## config.mk

```make
export PLATFORM = sky130hd
export DESIGN_NAME = ama_riscv_trace_tx
export DESIGN_NICKNAME = d
export VERILOG_FILES = /design/src/rtl/ama_riscv_trace_tx.sv
export SDC_FILE = /design/constraint.sdc
export NUM_CORES = 1
export LEC_CHECK = 0
export CORE_MARGIN = 2
export CORE_UTILIZATION = 35
export DETAILED_ROUTE_END_ITERATION = 10
export REMOVE_ABC_BUFFERS = 1
export SYNTH_ARGS = -nofsm -noshare
export SYNTH_HDL_FRONTEND = slang
export SYNTH_SLANG_ARGS = --single-unit
```

## constraint.sdc

```tcl
create_clock -name clk -period 13.19 [get_ports clk]
set_input_delay 1.319 -clock clk [delete_from_list [all_inputs] [get_ports clk]]
set_output_delay 1.319 -clock clk [all_outputs]
set_load 0.005 [all_outputs]
```

## src/rtl/ama_riscv_trace_tx.sv

```systemverilog
// Retire/end trace transmitter: records queued in a small FIFO, then
// serialized as header, W1, W2 words over a valid/ready link.
module ama_riscv_trace_tx #(
    parameter int DEPTH   = 8,
    parameter int DELTA_W = 30   // must be <= 30 so the header fits in 32 bits
) (
    input  logic                     clk,
    input  logic                     rst_n,
    input  logic                     ret_valid,
    input  logic [31:0]              ret_pc,
    input  logic [31:0]              ret_inst,
    input  logic                     tohost_we,
    input  logic [31:0]              tohost_wdata,
    input  logic                     cnt_clr,
    output logic                     tr_valid,
    input  logic                     tr_ready,
    output logic [31:0]              tr_data,
    output logic                     tr_last,
    output logic                     overflow,
    output logic [15:0]              drop_cnt,
    output logic                     done,
    output logic [$clog2(DEPTH):0]   fifo_level
);
    localparam int AW = $clog2(DEPTH);
    localparam int LW = AW + 1;

    localparam logic [2:0] S_IDLE = 3'd0;
    localparam logic [2:0] S_HDR  = 3'd1;
    localparam logic [2:0] S_W1   = 3'd2;
    localparam logic [2:0] S_W2   = 3'd3;
    localparam logic [2:0] S_FIN  = 3'd4;

    logic [95:0]        mem [DEPTH];
    logic [AW-1:0]      wr_ptr, rd_ptr;
    logic [LW-1:0]      level_q;
    logic [2:0]         state_q;
    logic [95:0]        rec_q;
    logic [95:0]        end_rec_q;
    logic               end_seen_q, pend_q;
    logic [DELTA_W-1:0] delta_q;
    logic               ovf_q;
    logic [15:0]        drop_q;

    logic        full, empty, pop, has_room;
    logic        ret_ev, end_ev, ret_push, end_push, push, drop;
    logic [95:0] ret_rec, end_live, push_data;

    assign full     = (level_q == LW'(DEPTH));
    assign empty    = (level_q == '0);
    assign pop      = (state_q == S_IDLE) && !empty;
    assign has_room = !full || pop;

    assign ret_ev = ret_valid && !end_seen_q && (state_q != S_FIN);
    assign end_ev = tohost_we && tohost_wdata[0] && !end_seen_q;

    // A same-cycle retire owns the slot; the end record waits in pend_q.
    assign ret_push = ret_ev && has_room;
    assign drop     = ret_ev && !has_room;
    assign end_push = (pend_q || end_ev) && !ret_ev && has_room;
    assign push     = ret_push || end_push;

    assign ret_rec   = {2'b01, 30'(delta_q), ret_pc, ret_inst};
    assign end_live  = {2'b10, 30'(delta_q), tohost_wdata, 16'h0, drop_q};
    assign push_data = ret_ev ? ret_rec : (pend_q ? end_rec_q : end_live);

    always_ff @(posedge clk) begin
        if (push) mem[wr_ptr] <= push_data;
    end

    always_ff @(posedge clk or negedge rst_n) begin
        if (!rst_n) begin
            wr_ptr  <= '0;
            rd_ptr  <= '0;
            level_q <= '0;
        end else begin
            if (push) wr_ptr <= wr_ptr + 1'b1;
            if (pop)  rd_ptr <= rd_ptr + 1'b1;
            if (push && !pop)      level_q <= level_q + 1'b1;
            else if (!push && pop) level_q <= level_q - 1'b1;
        end
    end

    always_ff @(posedge clk or negedge rst_n) begin
        if (!rst_n) begin
            end_seen_q <= 1'b0;
            pend_q     <= 1'b0;
            end_rec_q  <= '0;
        end else begin
            if (end_ev) begin
                end_seen_q <= 1'b1;
                end_rec_q  <= end_live;
            end
            if (end_push)    pend_q <= 1'b0;
            else if (end_ev) pend_q <= 1'b1;
        end
    end

    // Dropped retires still count as events for the delta field.
    always_ff @(posedge clk or negedge rst_n) begin
        if (!rst_n) begin
            delta_q <= '0;
            ovf_q   <= 1'b0;
            drop_q  <= '0;
        end else begin
            if (cnt_clr)                delta_q <= '0;
            else if (ret_ev || end_ev)  delta_q <= DELTA_W'(1);
            else if (delta_q != '1)     delta_q <= delta_q + 1'b1;

            if (cnt_clr) begin
                ovf_q  <= 1'b0;
                drop_q <= '0;
            end else if (drop) begin
                ovf_q <= 1'b1;
                if (drop_q != 16'hFFFF) drop_q <= drop_q + 16'd1;
            end
        end
    end

    always_ff @(posedge clk or negedge rst_n) begin
        if (!rst_n) begin
            state_q <= S_IDLE;
            rec_q   <= '0;
        end else begin
            case (state_q)
                S_IDLE: if (!empty) begin
                    rec_q   <= mem[rd_ptr];
                    state_q <= S_HDR;
                end
                S_HDR:  if (tr_ready) state_q <= S_W1;
                S_W1:   if (tr_ready) state_q <= S_W2;
                S_W2:   if (tr_ready) state_q <= (rec_q[95:94] == 2'b10) ? S_FIN : S_IDLE;
                default: state_q <= state_q;
            endcase
        end
    end

    always_comb begin
        tr_data = '0;
        case (state_q)
            S_HDR:   tr_data = rec_q[95:64];
            S_W1:    tr_data = rec_q[63:32];
            S_W2:    tr_data = rec_q[31:0];
            default: tr_data = '0;
        endcase
    end

    assign tr_valid   = (state_q == S_HDR) || (state_q == S_W1) || (state_q == S_W2);
    assign tr_last    = (state_q == S_W2);
    assign done       = (state_q == S_FIN);
    assign overflow   = ovf_q;
    assign drop_cnt   = drop_q;
    assign fifo_level = level_q;

endmodule
```

; ---- After elaboration in Yosys (flattened, before gate mapping)
; Memory sizes are Yosys's and may differ from the RTL's. A register that Yosys moved wholly into a read port is not among the register bits.
; Cells that the tools add are included.
[classes]
n_addsub = 6
n_eq_ne = 13
n_mux = 23
n_bitwise = 1
reduce_logical = 36
[ops]
columns = op, n
row1 = 96-bit 2-to-1 mux, 2
row2 = 32-bit one-hot mux with 3 select lines, 1
row3 = 30-bit 2-to-1 mux, 3
row4 = 16-bit 2-to-1 mux, 3
row5 = "30-bit by 1-bit adder with 30-bit output, second input constant", 1
row6 = "30-bit != test, second input constant", 1
row7 = "16-bit by 1-bit adder with 16-bit output, second input constant", 1
row8 = "16-bit != test, second input constant", 1
row9 = 3-bit 2-to-1 mux, 5
row10 = 3-bit one-hot mux with 4 select lines, 1
row11 = 1-bit logical AND, 11
row12 = 1-bit zero test, 8
row13 = 4-bit 2-to-1 mux, 2
row14 = "2-bit != test, second input constant", 4
row15 = 2-bit nonzero test, 4
row16 = "3-bit by 1-bit adder with 3-bit output, second input constant", 2
row17 = "3-bit by 2-bit == test with 1-bit output, second input constant", 2
row18 = 1-bit logical OR, 6
row19 = 1-bit 2-to-1 mux, 6
row20 = 5-bit AND reduction, 1
row21 = "4-bit by 1-bit adder with 4-bit output, second input constant", 1
row22 = "4-bit == test, second input constant", 1
row23 = 4-bit zero test, 1
row24 = 2-bit AND reduction, 2
row25 = other kinds (9), 9
[word_totals]
register_bits = 141
ram_bits = 768
output_inout_bits = 56
wordCells = 90
n_memories = 1
[mem_list]
columns = memory, depth, width, read_ports, rd_ports_with_merged_regs, wr, line_no
row1 = mem, 8, 96, 1, 1, 1, 33  ; logic [95:0] mem [DEPTH];

; ---- Depth between registers and ports, before layout
[depth]
depth_word = 11
depth_mapped = 14
depth_no_buf = 13

; ---- Worst setup path after synthesis
; Ideal clock, no wire load.
[synth_timing]
path_type = input-to-reg
from = input ret_valid
to = memory mem[4][0] (enable)
setup_ns = 0.821
t_arrival_ns = 11.847
setup_slack_ns = 0.522
path_stages = 6
path_buffers = 1
path_cell_list = nand2b_1 > or2_0 > buf_2 > inv_2 > o31ai_4 > nor4b_1
[synth_between]
elab_chain_cells = 8
[synth_rtl]
columns = element, line_no
row1 = start: declaration, 9  ; input logic ret_valid,
row2 = 1-bit logical AND * (2 in series), 53  ; assign ret_ev = ret_valid && !end_seen_q && (state_q != S_FIN);
row3 = 1-bit zero test, 59  ; assign end_push = (pend_q || end_ev) && !ret_ev && has_room;
row4 = 1-bit logical AND (2 in series), 59
row5 = 1-bit logical OR *, 60  ; assign push = ret_push || end_push;
row6 = 1-bit 2-to-1 mux *, 67  ; if (push) mem[wr_ptr] <= push_data;
row7 = 1-bit 2-to-1 mux (implied by the code) *, 67
row8 = end: declaration, 33
; Mark *: on every way between the ends. The rest lies on a longest branch, timed or not.

; ---- Worst setup path in the final report
[layout_timing]
from = input ret_valid
to = memory mem[3][60] (enable)
[layout_between]
elab_chain_cells = 8
[layout_rtl]
columns = element, line_no
row1 = 1-bit logical AND * (2 in series), 53
row2 = 1-bit zero test, 59
row3 = 1-bit logical AND (2 in series), 59
row4 = 1-bit logical OR *, 60
row5 = named net push, 45  ; logic ret_ev, end_ev, ret_push, end_push, push, drop;
row6 = 1-bit 2-to-1 mux *, 67
row7 = 1-bit 2-to-1 mux (implied by the code) *, 67
; Mark *: on every way through the listed nets, which the timed path passes. The rest lies on a longest branch.

==> results.ini <==
[run_status]
status=finished, final reports clean

[global_route]
grt_max_degree=197
gr-total-overflow=0
grt_pass1_vias=22700
grt_usage=0.166
grt_antenna_before_repair=0
grt_pass1_wl_um=147000

[timing]
max-slew-margin-rel=0.0692
drv_slew=0
post-route-min-period_ps=5170
tightest_slew_ps=1380
fin_tns_setup_ps=0
finalCritPeriodShare=0.392
rsz0062_at_grt=no
setup_violations=0
fmax_mhz=193
finalClockSkew_ps=30.7
hold_viol=0
holdWs_ps=471

[cells_and_area]
multiInputGateArea_um2=10900
area_delta_synth_final_pct=16.0
final_area_um2=47000
instances_no_fill=4169
fill_cells=10100
num_antenna_cells=0
drive_gt1_frac=0.179
fin_nets=2683
fin_util=0.410
regArea_um2=29000

[cts]
cts_num_sinks=1004
htreeDepth=3
cts_made_buffers=97
cts_root_buf=clkbuf_16
cts_tree=yes
post-cts-setup-buffers=0
cts_resized=0
cts_hold_buffers=0
cts_buffer_depth=3
clk_latency_ps=680
clkTransAtPathRegs_ps=60

[detailed_routing]
drt_iter0_drc=1802
ant_nets=0
via_count=22000
totalWireLength_um=98900
viasPerCell=5.27
route.detailed.drc=0
wl_per_cell_um=23.7
first_pass_iters=6

[worst_setup_path]
slowest_stage=buf_4
r2r-start=state_q[0]$_DFFE_PN0P_
critPathKind=in -> reg
cpPeakStageDelay_ps=820
setup.worst_path.end=mem[3][60]$_DFFE_PP_
path_cells=clkdlybuf4s50_1, nand2b_1, or2_0, inv_4, o31ai_4, inv_2, nand2_1, nor3b_2, buf_4, buf_4
crit_arrival_ps=5460
required_ps=13470
reg2reg_depth=9
startpoint_type=input pin
path_common_cell=buf_4
rr_endpoint=mem[3][60]$_DFFE_PP_
critPathLaunch=ret_valid
worstSetupEndpointType=flop
r2r_setup_slack_ps=8160
cp_max_fo=49

[placement]
place_area_um2=43700
place.port_buffers=157
dp_hpwl_um=56000
placed_cells=3986
gp_congestion=0.784

[floorplan]
die_y_um=344
die_area_um2=119000
core_um2=115000
floorplan.initialDensity=0.353
rows=124
io_pins=158
die_w_um=344

[synth]
synthTopCellsByArea=edfxtp_1, dfrtp_1, mux4_2
synthAdderAreaFrac=0.00266
syn_area_um2=40500
yosysTopAreaCell=edfxtp_1
synthTopCellsByCount=edfxtp_1, nand2_1, dfrtp_1
muxShareOfSynthArea=0.161
synth_top_cell_area_share=0.569
synthArstFlopShare=0.235
avgSynthCellArea_um2=16.7
yosys.area_share.simple=0.0633
synth_top_family_by_area=multiplexers
synth_compound_area_frac=0.0370
synth-seq-cells=1004
ys_types=70
syn_inst=2430
synthXorXnorAreaFrac=0.00497
seq_area_frac_synth=0.715
synth-edff-count=768
yosysWarnings=0
synth-main-ff-cell=edfxtp_1
yosysMostFrequentCell=edfxtp_1

[power_and_ir_drop]
pwr_density_cell_nw_per_um2=181
p_leak_nw=16.4
ir_drop_uv=174

[worst_hold_path]
hp-class=reg -> reg

[flow_run]
cap_violations=0

==> metrics by stage <==
stage	setup WS, ps	total power [mW]
after global placement	7380	5.75
after global routing	7770	8.87
after detailed placement	7230	5.77
final	8020	8.51
after CTS	7940	8.61
after floorplan	-1440	5.41
==> cell usage in the layout, fill, tap and decap left out, drive strengths merged, types with 8 or more instances in the layout <==
| cell type | synthesis | final |
|---|---|---|
| o31ai | 8 | 8 |
| a22oi | 32 | 32 |
| nand4 | 12 | 12 |
| mux2 | 64 | 64 |
| buf | 58 | 34 |
| or3 | 10 | 10 |
| nor2 | 159 | 159 |
| nand2 | 305 | 305 |
| clkinv | 0 | 31 |
| and2 | 22 | 22 |
| nand3 | 18 | 18 |
| nor3 | 14 | 14 |
| bufinv | 0 | 12 |
| mux2i | 146 | 146 |
| or4 | 9 | 9 |
| and4 | 9 | 9 |
| edfxtp | 768 | 768 |
| clkbuf | 88 | 133 |
| a21oi | 121 | 121 |
| xnor2 | 16 | 16 |
| inv | 10 | 15 |
| dfrtp | 236 | 236 |
| mux4 | 192 | 192 |
| o21ai | 64 | 64 |
| clkdlybuf4s50 | 0 | 156 |
==> power breakdown <==
group | switching (mW) | internal, mW | total [mW]
sequential | 0.235 | 3.55 | 3.78
clock | 1.20 | 1.65 | 2.85
combinational | 0.931 | 0.956 | 1.89
==> how the worst min path moves through the flow <==
stage / cells after the start / slack, ps / to / from
after global routing: 2 / 490 / end_rec_q[9]$_DFFE_PN0P_ / end_rec_q[9]$_DFFE_PN0P_
after global placement: 1 / 450 / end_rec_q[32]$_DFFE_PN0P_ / end_rec_q[32]$_DFFE_PN0P_
after detailed placement: 2 / 460 / end_rec_q[70]$_DFFE_PN0P_ / end_rec_q[70]$_DFFE_PN0P_
after CTS: 2 / 480 / end_rec_q[89]$_DFFE_PN0P_ / end_rec_q[89]$_DFFE_PN0P_
final: 2 / 470 / end_rec_q[74]$_DFFE_PN0P_ / end_rec_q[74]$_DFFE_PN0P_
after floorplan: 1 / 430 / end_rec_q[32]$_DFFE_PN0P_ / end_rec_q[32]$_DFFE_PN0P_
==> critical path, delay by kind of cell <==
family,cells,cell delay [ps]
and+or+nand+nor,4,1240
buffers and inverters,5,2590
AOI/OAI and AO/OA,1,200
==> logic make-up (layout without fill, tap and decap cells) <==
kind of cell	Yosys count	after routing
buffers and inverters	156	383
flip-flops	1004	1004
multiplexers	402	402
AND/OR/NAND/NOR	582	582
AO/OA/AOI/OAI	255	255
XOR/XNOR	23	23
adder cells (fa/ha/maj)	8	8
==> sequential cells by signal, indices dropped and copies added, names as in the netlist <==
register and cells:
delta_q 30, drop_cnt 16, end_rec_q 78, end_seen_q 1, fifo_level 4, mem 768, overflow 1, pend_q 1
rd_ptr 3, rec_q 96, state_q 3, wr_ptr 3
==> final cells by class <==
class / instances / share of cell area
inverter: 10 / 0.000852
clock buffer: 133 / 0.0560
timing repair buffer: 190 / 0.0399
multi-input combinational: 1270 / 0.233
clock inverter: 50 / 0.0137
tap: 1512 / 0.0402
sequential: 1004 / 0.617
==> per-layer routing <==
layer | wire length [µm] | track usage
met1 | 42600 | 0.228
met2 | 49000 | 0.279
met3 | 5260 | 0.0219
met4 | 2020 | 0.0429
met5 | 0 | 0
Note: power is estimated with default switching activity, not from simulation.
